## src/rtl/fpu_imem_loader.sv

```systemverilog
// Instruction memory with a sequential program loader and a
// registered, fault-checking fetch port.
module fpu_imem_loader #(
    parameter int                DATA_W = 32,
    parameter int                DEPTH  = 64,
    parameter int                ADDR_W = 32,
    parameter logic [DATA_W-1:0] FILL   = 32'h00000013
) (
    input  logic              clock,
    input  logic              reset,
    input  logic              load_start,
    input  logic              load_valid,
    input  logic [DATA_W-1:0] load_data,
    input  logic              load_last,
    output logic              load_ready,
    output logic              load_done,
    input  logic              fetch_req,
    input  logic [ADDR_W-1:0] fetch_addr,
    output logic              fetch_ready,
    output logic              instr_valid,
    output logic [DATA_W-1:0] instr,
    output logic              instr_fault,
    input  logic              resp_ready
);

    localparam int AW = $clog2(DEPTH);

    typedef enum logic {RUN, LOAD} state_t;

    state_t            state;
    state_t            state_next;
    logic [AW-1:0]     word_cnt;
    logic [AW-1:0]     wr_idx;
    logic [AW-1:0]     rd_idx;
    logic              load_acc;
    logic              load_end;
    logic              fetch_acc;
    logic              fetch_fault;

    logic [DATA_W-1:0] mem [DEPTH] = '{default: FILL};

    assign load_ready = (state == LOAD);
    assign load_acc   = load_ready && load_valid;
    // A restart that carries a word in the same cycle writes it as word 0.
    assign wr_idx     = load_start ? '0 : word_cnt;
    assign load_end   = load_acc && (load_last || (&wr_idx));

    assign fetch_ready = (state == RUN) && (!instr_valid || resp_ready);
    assign fetch_acc   = fetch_req && fetch_ready;
    assign rd_idx      = fetch_addr[AW+1:2];
    assign fetch_fault = (|fetch_addr[1:0]) || (|fetch_addr[ADDR_W-1:AW+2]);

    always_comb begin
        state_next = state;
        case (state)
            RUN:  if (load_start) state_next = LOAD;
            LOAD: if (load_end) state_next = RUN;
        endcase
    end

    always_ff @(posedge clock) begin
        if (!reset) begin
            state     <= RUN;
            word_cnt  <= '0;
            load_done <= 1'b0;
        end else begin
            state     <= state_next;
            load_done <= load_end;
            if (load_acc) begin
                word_cnt <= (&wr_idx) ? wr_idx : wr_idx + AW'(1);
            end else if (load_start) begin
                word_cnt <= '0;
            end
        end
    end

    // Memory contents survive reset; only loads modify them.
    always_ff @(posedge clock) begin
        if (reset && load_acc) begin
            mem[wr_idx] <= load_data;
        end
    end

    always_ff @(posedge clock) begin
        if (!reset) begin
            instr_valid <= 1'b0;
            instr       <= '0;
            instr_fault <= 1'b0;
        end else if (state == RUN && load_start) begin
            instr_valid <= 1'b0;
        end else if (fetch_acc) begin
            instr_valid <= 1'b1;
            instr_fault <= fetch_fault;
            if (fetch_fault) begin
                instr <= FILL;
            end else begin
                instr <= mem[rd_idx];
            end
        end else if (resp_ready) begin
            instr_valid <= 1'b0;
        end
    end

endmodule

```

## config.mk

```make
export PLATFORM = sky130hd
export DESIGN_NAME = fpu_imem_loader
export DESIGN_NICKNAME = d
export VERILOG_FILES = /design/src/rtl/fpu_imem_loader.sv
export SDC_FILE = /design/constraint.sdc
export NUM_CORES = 2
export LEC_CHECK = 0
export CAP_MARGIN = 25
export CORE_ASPECT_RATIO = 1.2
export CORE_MARGIN = 4
export CORE_UTILIZATION = 55
export CTS_CLUSTER_SIZE = 30
export DETAILED_ROUTE_END_ITERATION = 12
export GPL_TIMING_DRIVEN = 0
export PLACE_DENSITY = 0.78
export SLEW_MARGIN = 40
export SYNTH_ARGS = -nofsm -noshare
export SYNTH_HDL_FRONTEND = slang
export SYNTH_SLANG_ARGS = --single-unit
```

## constraint.sdc

```tcl
create_clock -name clock -period 4.2 [get_ports clock]
set_input_delay 1.05 -clock clock [delete_from_list [all_inputs] [get_ports clock]]
set_output_delay 1.05 -clock clock [all_outputs]
set_load 0.005 [all_outputs]
```

==> metrics.txt <==
number of synthesized flops with an enable pin=2048; Die Width=354 um; CTS max path bufs=3; Final #Nets=3982; Max Clk Rate=238 MHz; top cells by area, synth=edfxtp_1 78%, mux4_2 15%, dfxtp_1 1.1%, mux2i_1 1.0%, o22ai_1 0.81%; Initial Util=55.4%; Switching Power=8.73 mW; Worst R2R Start=word_cnt[5]$_SDFF_PN0_; post-synthesis average cell area=23.0 um^2; fraction of the mapped netlist area in adder cells=0.0158%; largest family of logic cells by synthesized area=multiplexers; Starting DRT DRC Count=6920; die area=150000 um^2; I/O Pins=108; critical path peak fanout=10; Comb pwr share=4.9%; routed vias/inst=6.90; CTS clock-pin slew for the worst setup and hold paths=0.06 ns; most common library cell in the layout ignoring fill and taps=edfxtp_1; port bufs=103; Syn-to-layout area delta=17.0%; PwrDens=449 nW/um^2; total core area=143000 um^2; DRC violations left=0; largest area contributor in the netlist=edfxtp_1; final setup skew=0.0302 ns; layout cells sized above 1=29.5%; Detail Placement HPWL=149 mm; Power, Total=41.6 mW; nature of the critical path startpoint=primary input; Skew-Pair Late Insertion Delay=0.83 ns; via count=41300; worst reg2reg path endpoint=mem[40][11]$_DFFE_PP_; Post-synth top flop=edfxtp_1; setup TNS=0 ns; outcome=complete, no violations; wire length per cell=37.7 um; largest net degree at the start of global routing=65; drt pass-1 iters=6; Async SR Flop Fraction=0%; most frequent cells in the layout=2048 x edfxtp_1, 516 x mux4_2, 199 x clkbuf_16; RSZ-0062 raised after global routing=no; HP Class=reg -> reg; DP Area=86800 um^2; Internal Power=32.9 mW; CTS buffer count=192; root buffer cell=clkbuf_16; MaxCap Viol Count=0; Sink Count=2090; post-route ant nets=0; row count=152; die height=424 um; Routability Congestion=0.995; Crit. End Element=flop; sw frac=21.0%; initial antenna violation count=12; Post-CTS Setup Bufs=0; hold_ws=0.448 ns; post-synth top area share=77.6%; Pleak=28.8 nW; worst endpoint data arrival time=4.85 ns; pre-CTS setup slack=-0.541 ns; final setup fails=0; compound-gate portion of the synthesized area=2.68%; clock share of power=40.1%; Mapped Nets=3520; Max Transition Viols Final=0; Hold Buf Count CTS=0; fin area=92700 um^2; placed cells=5641; Syn Inst Count=3448; total grt overflow=0; Simple-Gate Fraction of Synth Area=1.52%; vias in the first global route=42000; Post-Synth XOR/XNOR Area=0.0332%; Global Route Usage Sum=30.2%; Relative slew margins=31.9%; utilization after layout=64.8%; peak supply drop=0.466 mV; fin crit period=4.20 ns; final worst setup slack=0.00472 ns; Worst Tran Pin Value=1.01 ns; reg2reg setup slack=0.62 ns; flops & latches, synth=2090; htree depth=4; CP Capture Point=instr[24]$_SDFFE_PN0P_; TritonCTS clock tree=built; Worst Path Required=4.85 ns; Yosys Warn Count=0; first-pass GRT wire length=316 mm; Setup CP Type=in -> reg; Synth Cell Area=79200 um^2; Critical Path Start=fetch_addr[5]; Unique masters post-synth=59; part of the cycle the worst path needs=99.9%; Sequential Power Share=55.0%; final hold vios=0; sequential cell area fraction in the yosys report=78.7%; Post-Layout Cell Count=5986; reg2reg path depth=6; multiplexer share of the synthesized area=15.8%; post-CTS sizing=0; Total Wirelength=225 mm
==> power by group through the flow <==
stage	clock network, mW	logic [mW]	registers (mW)
after CTS	16.7	2.01	22.9
after floorplan	0	0.965	23.3
after detailed placement	0	1.99	23.3
after global placement	0	1.85	23.4
final	16.7	2.05	22.9
after global routing	17.7	2.10	22.9
==> how the worst min path moves through the flow <==
stage	depth (start not counted)	slack, ns	start	to
finish	2	0.45	instr[13]$_SDFFE_PN0P_	instr[13]$_SDFFE_PN0P_
floorplan	2	0.44	instr[10]$_SDFFE_PN0P_	instr[10]$_SDFFE_PN0P_
global route	1	0.46	load_data[6]	mem[47][6]$_DFFE_PP_
detailed placement	2	0.44	instr[13]$_SDFFE_PN0P_	instr[13]$_SDFFE_PN0P_
global placement	2	0.43	instr[13]$_SDFFE_PN0P_	instr[13]$_SDFFE_PN0P_
CTS	1	0.43	load_data[6]	mem[47][6]$_DFFE_PP_
==> routing by layer <==
layer	GRT usage [%]	vias up	share of wire (%)
li1	-	15800	-
met1	37.1	21300	32
met2	47.6	3441	48
met3	8.20	801	12
met4	20.3	2	8.4
met5	0	-	0.0075
==> cells in the mapped netlist, types with 24 or more instances <==
cell type  number
clkbuf_1       67
buf_2          66
buf_4          38
mux4_2        516
nand2_1        86
nor2_1         92
dfxtp_1        42
o21ai_1        25
o22ai_1       102
mux2i_1        80
edfxtp_1     2048
o2111ai_1      25
o41a_1         24
o22a_1         24
==> logic make-up after synthesis <==
logic type | Yosys count
compound gates | 290
xor+xnor | 3
fa+ha+maj | 1
buf+inv | 190
flops | 2090
mux | 608
simple gates | 266
==> state kept, by name, summed over array words and instances (netlist names) <==
signal,flops
instr_fault,1
mem,2048
load_done,1
instr,32
load_ready,1
instr_valid,1
word_cnt,6
==> critical path, cell delays in order <==
cell and delay, ns:
clkdlybuf4s50_1 0.62, buf_2 0.37, buf_2 0.52, clkbuf_2 0.75
mux4_2 0.51, o2111ai_1 0.78, o21ai_1 0.21
==> final cells by class <==
cell class	count	area (um^2)
Sequential cell	2090	62300
Fill cell	8698	50300
Multi-Input combinational cell	1168	16500
Clock buffer	269	5340
Timing Repair Buffer	268	4550
Tap cell	1925	2410
Buffer	187	980
Clock inverter	74	537
Inverter	3	11.3
Antenna cell	2	5.00
Power figures use the tool's default switching activity.
